## src/rtl/tlb_search_arbiter.sv

```systemverilog
// ---------------------------------------------------------------------------
// tlb_search_arbiter
//
// Lets three requesters share the single TLB search port: CP0 TLBP (req 0),
// instruction fetch (req 1) and data memory (req 2). Every accepted lookup
// goes to the combinational TLB in the same cycle. The result is registered
// and held for its owner until that owner accepts it. Lookups are blocked
// while a TLB write is in progress, so no requester can see a stale mapping.
//
// Ports
//   clock           core clock, all state updates on posedge
//   reset           asynchronous, active-high reset
//   req_valid[2:0]  per-requester lookup request valid
//   req_ready[2:0]  per-requester grant (accepted when valid && ready)
//   req[2:0]        per-requester search_request_t {vpn[18:0], odd, asid[7:0]}
//   resp_valid[2:0] held result valid for its owner (one-hot or zero)
//   resp_ready[2:0] per-requester result accept
//   resp            held search_result_t {found, index, entry[24:0]}
//   flush           pipeline flush; kills inst/data requests and results
//   tlb_write_busy  a TLB write is being performed this cycle
//   tlb_search      search request driven to the TLB
//   tlb_result      combinational TLB result for tlb_search
// ---------------------------------------------------------------------------
module tlb_search_arbiter #(
  parameter int TLB_NUM = 16,
  parameter int REQ_NUM = 3,
  localparam int IDX_W = $clog2(TLB_NUM),
  localparam int REQ_W = 28,
  localparam int RES_W = 1 + IDX_W + 25
) (
  input  logic                            clock,
  input  logic                            reset,
  input  logic [REQ_NUM-1:0]              req_valid,
  output logic [REQ_NUM-1:0]              req_ready,
  input  logic [REQ_NUM-1:0][REQ_W-1:0]   req,
  output logic [REQ_NUM-1:0]              resp_valid,
  input  logic [REQ_NUM-1:0]              resp_ready,
  output logic [RES_W-1:0]                resp,
  input  logic                            flush,
  input  logic                            tlb_write_busy,
  output logic [REQ_W-1:0]                tlb_search,
  input  logic [RES_W-1:0]                tlb_result
);

  typedef enum logic {
    IDLE = 1'b0,
    HOLD = 1'b1
  } state_t;

  localparam logic [1:0] OWN_CP0  = 2'd0;
  localparam logic [1:0] OWN_INST = 2'd1;
  localparam logic [1:0] OWN_DATA = 2'd2;

  state_t           state_p1;
  state_t           state_nxt;
  logic [1:0]       owner_p1;
  logic [RES_W-1:0] result_p1;
  logic             rr_ptr_p1;

  logic             owner_ready;
  logic             owner_accept;
  logic             owner_flushed;
  logic             slot_free;
  logic             grant_en;
  logic             elig_inst;
  logic             elig_data;
  logic             has_winner;
  logic [1:0]       winner;
  logic             grant;

  // Select the resp_ready bit of the current owner. Bits of other requesters
  // are ignored.
  always_comb begin
    owner_ready = 1'b0;
    case (owner_p1)
      OWN_CP0:  owner_ready = resp_ready[0];
      OWN_INST: owner_ready = resp_ready[1];
      OWN_DATA: owner_ready = resp_ready[2];
      default:  owner_ready = 1'b0;
    endcase
  end

  assign owner_accept  = (state_p1 == HOLD) && owner_ready;
  assign owner_flushed = (state_p1 == HOLD) && flush && (owner_p1 != OWN_CP0);

  // The slot can be refilled in the same cycle the owner accepts. This is the
  // combinational path from resp_ready to req_ready. Reset gates grants so
  // that req_ready stays low while reset is asserted.
  assign slot_free = (state_p1 == IDLE) || owner_accept;
  assign grant_en  = slot_free && !tlb_write_busy && !reset;

  assign elig_inst = req_valid[1] && !flush;
  assign elig_data = req_valid[2] && !flush;

  // Winner selection: cp0 always wins. inst and data alternate on a tie
  // (rr_ptr 0 favours inst). A lone requester wins regardless of rr_ptr.
  always_comb begin
    has_winner = 1'b1;
    winner     = OWN_CP0;
    if (req_valid[0]) begin
      winner = OWN_CP0;
    end else if (elig_inst && elig_data) begin
      winner = rr_ptr_p1 ? OWN_DATA : OWN_INST;
    end else if (elig_inst) begin
      winner = OWN_INST;
    end else if (elig_data) begin
      winner = OWN_DATA;
    end else begin
      has_winner = 1'b0;
    end
  end

  assign grant = grant_en && has_winner;

  // Steer the winner's request to the TLB. With no winner the port carries
  // req[0], and the TLB result is then ignored.
  always_comb begin
    case (winner)
      OWN_INST: tlb_search = req[1];
      OWN_DATA: tlb_search = req[2];
      default:  tlb_search = req[0];
    endcase
  end

  // ---- stage p1: FSM state register ----
  always_ff @(posedge clock or posedge reset) begin
    if (reset) begin
      state_p1 <= IDLE;
    end else begin
      state_p1 <= state_nxt;
    end
  end

  // Next-state logic. A new grant takes priority, so an accept and a grant
  // in the same cycle keep the FSM in HOLD with the new owner.
  always_comb begin
    state_nxt = state_p1;
    case (state_p1)
      IDLE: begin
        if (grant) begin
          state_nxt = HOLD;
        end
      end
      HOLD: begin
        if (grant) begin
          state_nxt = HOLD;
        end else if (owner_accept || owner_flushed) begin
          state_nxt = IDLE;
        end
      end
      default: state_nxt = IDLE;
    endcase
  end

  // ---- stage p1: owner, held result and round-robin pointer ----
  // The held result is cleared by reset so that resp reads zero immediately,
  // even while the FSM is in HOLD.
  always_ff @(posedge clock or posedge reset) begin
    if (reset) begin
      owner_p1  <= OWN_CP0;
      result_p1 <= '0;
      rr_ptr_p1 <= 1'b0;
    end else if (grant) begin
      owner_p1  <= winner;
      result_p1 <= tlb_result;
      if (winner == OWN_INST) begin
        rr_ptr_p1 <= 1'b1;
      end else if (winner == OWN_DATA) begin
        rr_ptr_p1 <= 1'b0;
      end
    end
  end

  // Outputs. resp_valid comes only from registered state, so resp_ready has
  // no combinational path to it.
  always_comb begin
    req_ready  = '0;
    resp_valid = '0;
    if (grant) begin
      case (winner)
        OWN_INST: req_ready[1] = 1'b1;
        OWN_DATA: req_ready[2] = 1'b1;
        default:  req_ready[0] = 1'b1;
      endcase
    end
    if (state_p1 == HOLD) begin
      case (owner_p1)
        OWN_CP0:  resp_valid[0] = 1'b1;
        OWN_INST: resp_valid[1] = 1'b1;
        OWN_DATA: resp_valid[2] = 1'b1;
        default:  resp_valid    = '0;
      endcase
    end
  end

  assign resp = result_p1;

endmodule

```

## config.mk

```make
export PLATFORM = sky130hd
export DESIGN_NAME = tlb_search_arbiter
export DESIGN_NICKNAME = d
export VERILOG_FILES = /design/src/rtl/tlb_search_arbiter.sv
export SDC_FILE = /design/constraint.sdc
export NUM_CORES = 1
export LEC_CHECK = 0
export CAP_MARGIN = 10
export CORE_MARGIN = 5
export CORE_UTILIZATION = 34
export CTS_CLUSTER_DIAMETER = 50
export DETAILED_ROUTE_END_ITERATION = 16
export PLACE_DENSITY = 0.88
export SKIP_CTS_REPAIR_TIMING = 1
export SLEW_MARGIN = 40
export SYNTH_ARGS = -nofsm -noshare
export SYNTH_HDL_FRONTEND = slang
export SYNTH_SLANG_ARGS = --single-unit
```

## constraint.sdc

```tcl
create_clock -name clock -period 5.1 [get_ports clock]
set_input_delay 1.275 -clock clock [delete_from_list [all_inputs] [get_ports clock]]
set_output_delay 1.275 -clock clock [all_outputs]
set_load 0.05 [all_outputs]
```

==> impl_results.md <==
- Sequential power share: 0.277
- CP arrival: 3.45 ns
- I/O pin count: 188
- DRT Pass-1 Iters: 4
- Final worst path period share: 0.927
- First-pass GRT wire length: 12900 um
- Post-route design area: 4410 um^2
- Rows: 28
- Worst Reg-to-Reg Cells: 5
- Die area: 7730 um^2
- Startpoint types: input pin
- Setup CP Type: input pin to primary output
- PwrDens: 307 nW/um^2
- Placed inst area: 4310 um^2
- GPL Wtd Cong: 0.834
- Number of distinct library cells after synthesis: 24
- NetSw: 0.556 mW
- CTS max path bufs: 2
- Net Sw Frac: 0.411
- 1st-iter DRT viols: 64
- Worst hold path class: flip-flop to flip-flop
- Maxcap violations: 0
- Die height: 87.9 um
- Vias per cell: 5.11
- Final Hold Fails: 0
- Largest net degree at the start of global routing: 58
- FF+latch count, synth: 34
- Root buffer cell: clkbuf_8
- Reg clk slew, reported paths: 0.07 ns
- Dpl hpwl: 7030 um
- Die width: 87.9 um
- Final #Nets: 504
- CTS sink cnt: 34
- Via count: 2318
- Count of yosys warnings during synthesis: 0
- Int Power: 0.797 mW
- Fmax: 211 MHz
- Vias in the first global route: 2542
- Min Tclk post-route: 4.73 ns
- Fin Setup TNS: 0 ns
- Register area: 851 um^2
- IO buf count: 187
- Mapped Avg Cell Area: 10.6 um^2
- Peak supply drop: 254 uV
- Sequential cell area fraction in the yosys report: 0.412
- Fillers: 388
- Post-Syn Area: 2060 um^2
- Mapped Cells: 194
- WHS Path Cells: 1
- Overflow after GRT: 0
- Initial antenna violation count: 0
- Status: finished clean
- N_diodes: 0
- Clock power frac: 0.148
- WL/cell: 18.9 um
- Fraction of layout cells with a size suffix above 1: 0.214
- Leak: 1.91 nW
- CTS tree: done
- DRC violations left: 0
- Syn nets: 320
- Gr usage total: 0.218
- Slew margin rel.: 0.612
- Post-DRT Antenna Nets: 0
- Logic pwr share: 0.575
- Cts bufs inserted: 5
- Placeable Area: 5920 um^2
- Multi-input logic area: 1110 um^2
- Clock latency on the worst-skew pair: 0.28 ns
- Critical path peak fanout: 29
- Max Slew Vio Count: 0
- Req. time, crit path: 3.83 ns
- Area growth from synthesis to layout: 114%
- Worst-margin pin slew: 0.583 ns
- H-tree lvl count: 2
- RSZ-0062 raised after global routing: false
- Initial Util: 0.349
- CP Capture Type: primary output
- Final wirelength: 8570 um
- Clock skew: 0.00542 ns
- Endpoints failing setup: 0
==> routing by layer <==
layer	global-route usage	wire length, um	vias to the layer above
met5	0	0	-
met3	0.0790	867	20
met1	0.233	3020	1108
met2	0.396	4460	120
met4	0.0711	218	0
li1	-	-	1070
==> cells in the final DEF (no fill, tap or decap), types with 2 or more instances in the layout <==
master	netlist	final
buf_4	0	4
buf_12	0	32
and3_1	3	3
o21ai_0	29	29
clkbuf_8	0	6
nand2_1	30	30
clkdlybuf4s50_1	0	156
inv_1	6	6
mux2_2	5	5
and3b_1	2	2
a22oi_1	28	28
dfrtp_1	34	34
mux2_4	28	28
nor2_1	2	2
==> cell type report <==
cell class,instances,area share
Clock inverter,2,0.00284
Multi-Input combinational cell,139,0.253
Sequential cell,34,0.193
Clock buffer,6,0.0187
Tap cell,75,0.0213
Inverter,6,0.00511
Timing Repair Buffer,192,0.506
==> through the flow <==
stage | util | cells | hold slack [ns] | worst slack, ns | power, mW
6_report | 0.745 | 454 | 0.509 | 0.371 | 1.35
5_1_grt | 0.745 | 454 | 0.527 | 0.203 | 1.41
4_1_cts | 0.745 | 454 | 0.512 | 0.382 | 1.37
3_5_place_dp | 0.729 | 446 | 0.496 | 0.395 | 1.16
3_3_place_gp | 0.728 | 446 | 0.486 | 0.119 | 1.14
2_1_floorplan | - | 194 | 0.503 | 0.228 | 0.809
==> state kept, by name, indices dropped and copies added, names as in the netlist <==
name / flops
owner_p1: 2
resp: 30
rr_ptr_p1: 1
state_p1: 1
==> power groups by stage <==
stage | sequential [mW] | clock (mW) | combinational [mW]
after floorplan | 0.589 | 0 | 0.220
after global placement | 0.371 | 0 | 0.768
after detailed placement | 0.381 | 0 | 0.781
after CTS | 0.376 | 0.208 | 0.785
after global routing | 0.382 | 0.220 | 0.807
final | 0.375 | 0.200 | 0.778
==> critical path, cell delays in order <==
cell	delay (ns)
clkdlybuf4s50_1	0.48
nor2_1	0.18
nand2_1	0.07
a21oi_1	0.24
ha_1	0.20
buf_4	0.29
a22oi_1	0.15
o21ai_0	0.36
buf_12	0.19
==> final timing paths <==
check                      slack [ns]            end         from
max                              0.37  tlb_search[8]        flush
min                              0.51        resp[6]      resp[6]
max reg2reg                      3.04        resp[4]  owner_p1[1]
min reg2reg                      0.51        resp[6]      resp[6]
max in group asynchronous        3.32      rr_ptr_p1        reset
min in group asynchronous        1.48        resp[1]        reset
==> synth_stat cells <==
cell type | number | area (um^2)
mux2i_1 | 1 | 10.0
and3b_1 | 2 | 17.5
nor3b_1 | 1 | 7.51
mux2_2 | 5 | 56.3
ha_1 | 2 | 25.0
buf_6 | 3 | 33.8
nand3b_1 | 1 | 7.51
mux2_4 | 28 | 420
nor2_1 | 2 | 7.51
nand2_1 | 30 | 113
o211ai_2 | 1 | 12.5
dfrtp_1 | 34 | 851
a2111oi_4 | 1 | 27.5
clkbuf_1 | 11 | 41.3
inv_1 | 6 | 22.5
and3_1 | 3 | 18.8
a21oi_1 | 1 | 5.00
buf_1 | 1 | 3.75
a22oi_1 | 28 | 210
nand2_4 | 1 | 11.3
o21ai_0 | 29 | 145
o21a_1 | 1 | 7.51
nor3_1 | 1 | 5.00
nand3_1 | 1 | 5.00
==> cells by family after synthesis <==
group	share of synthesized area
simple gates	0.0933
compound gates	0.198
fa+ha+maj	0.0121
flops	0.412
buf+inv	0.0491
mux	0.236
Power figures use the tool's default switching activity.
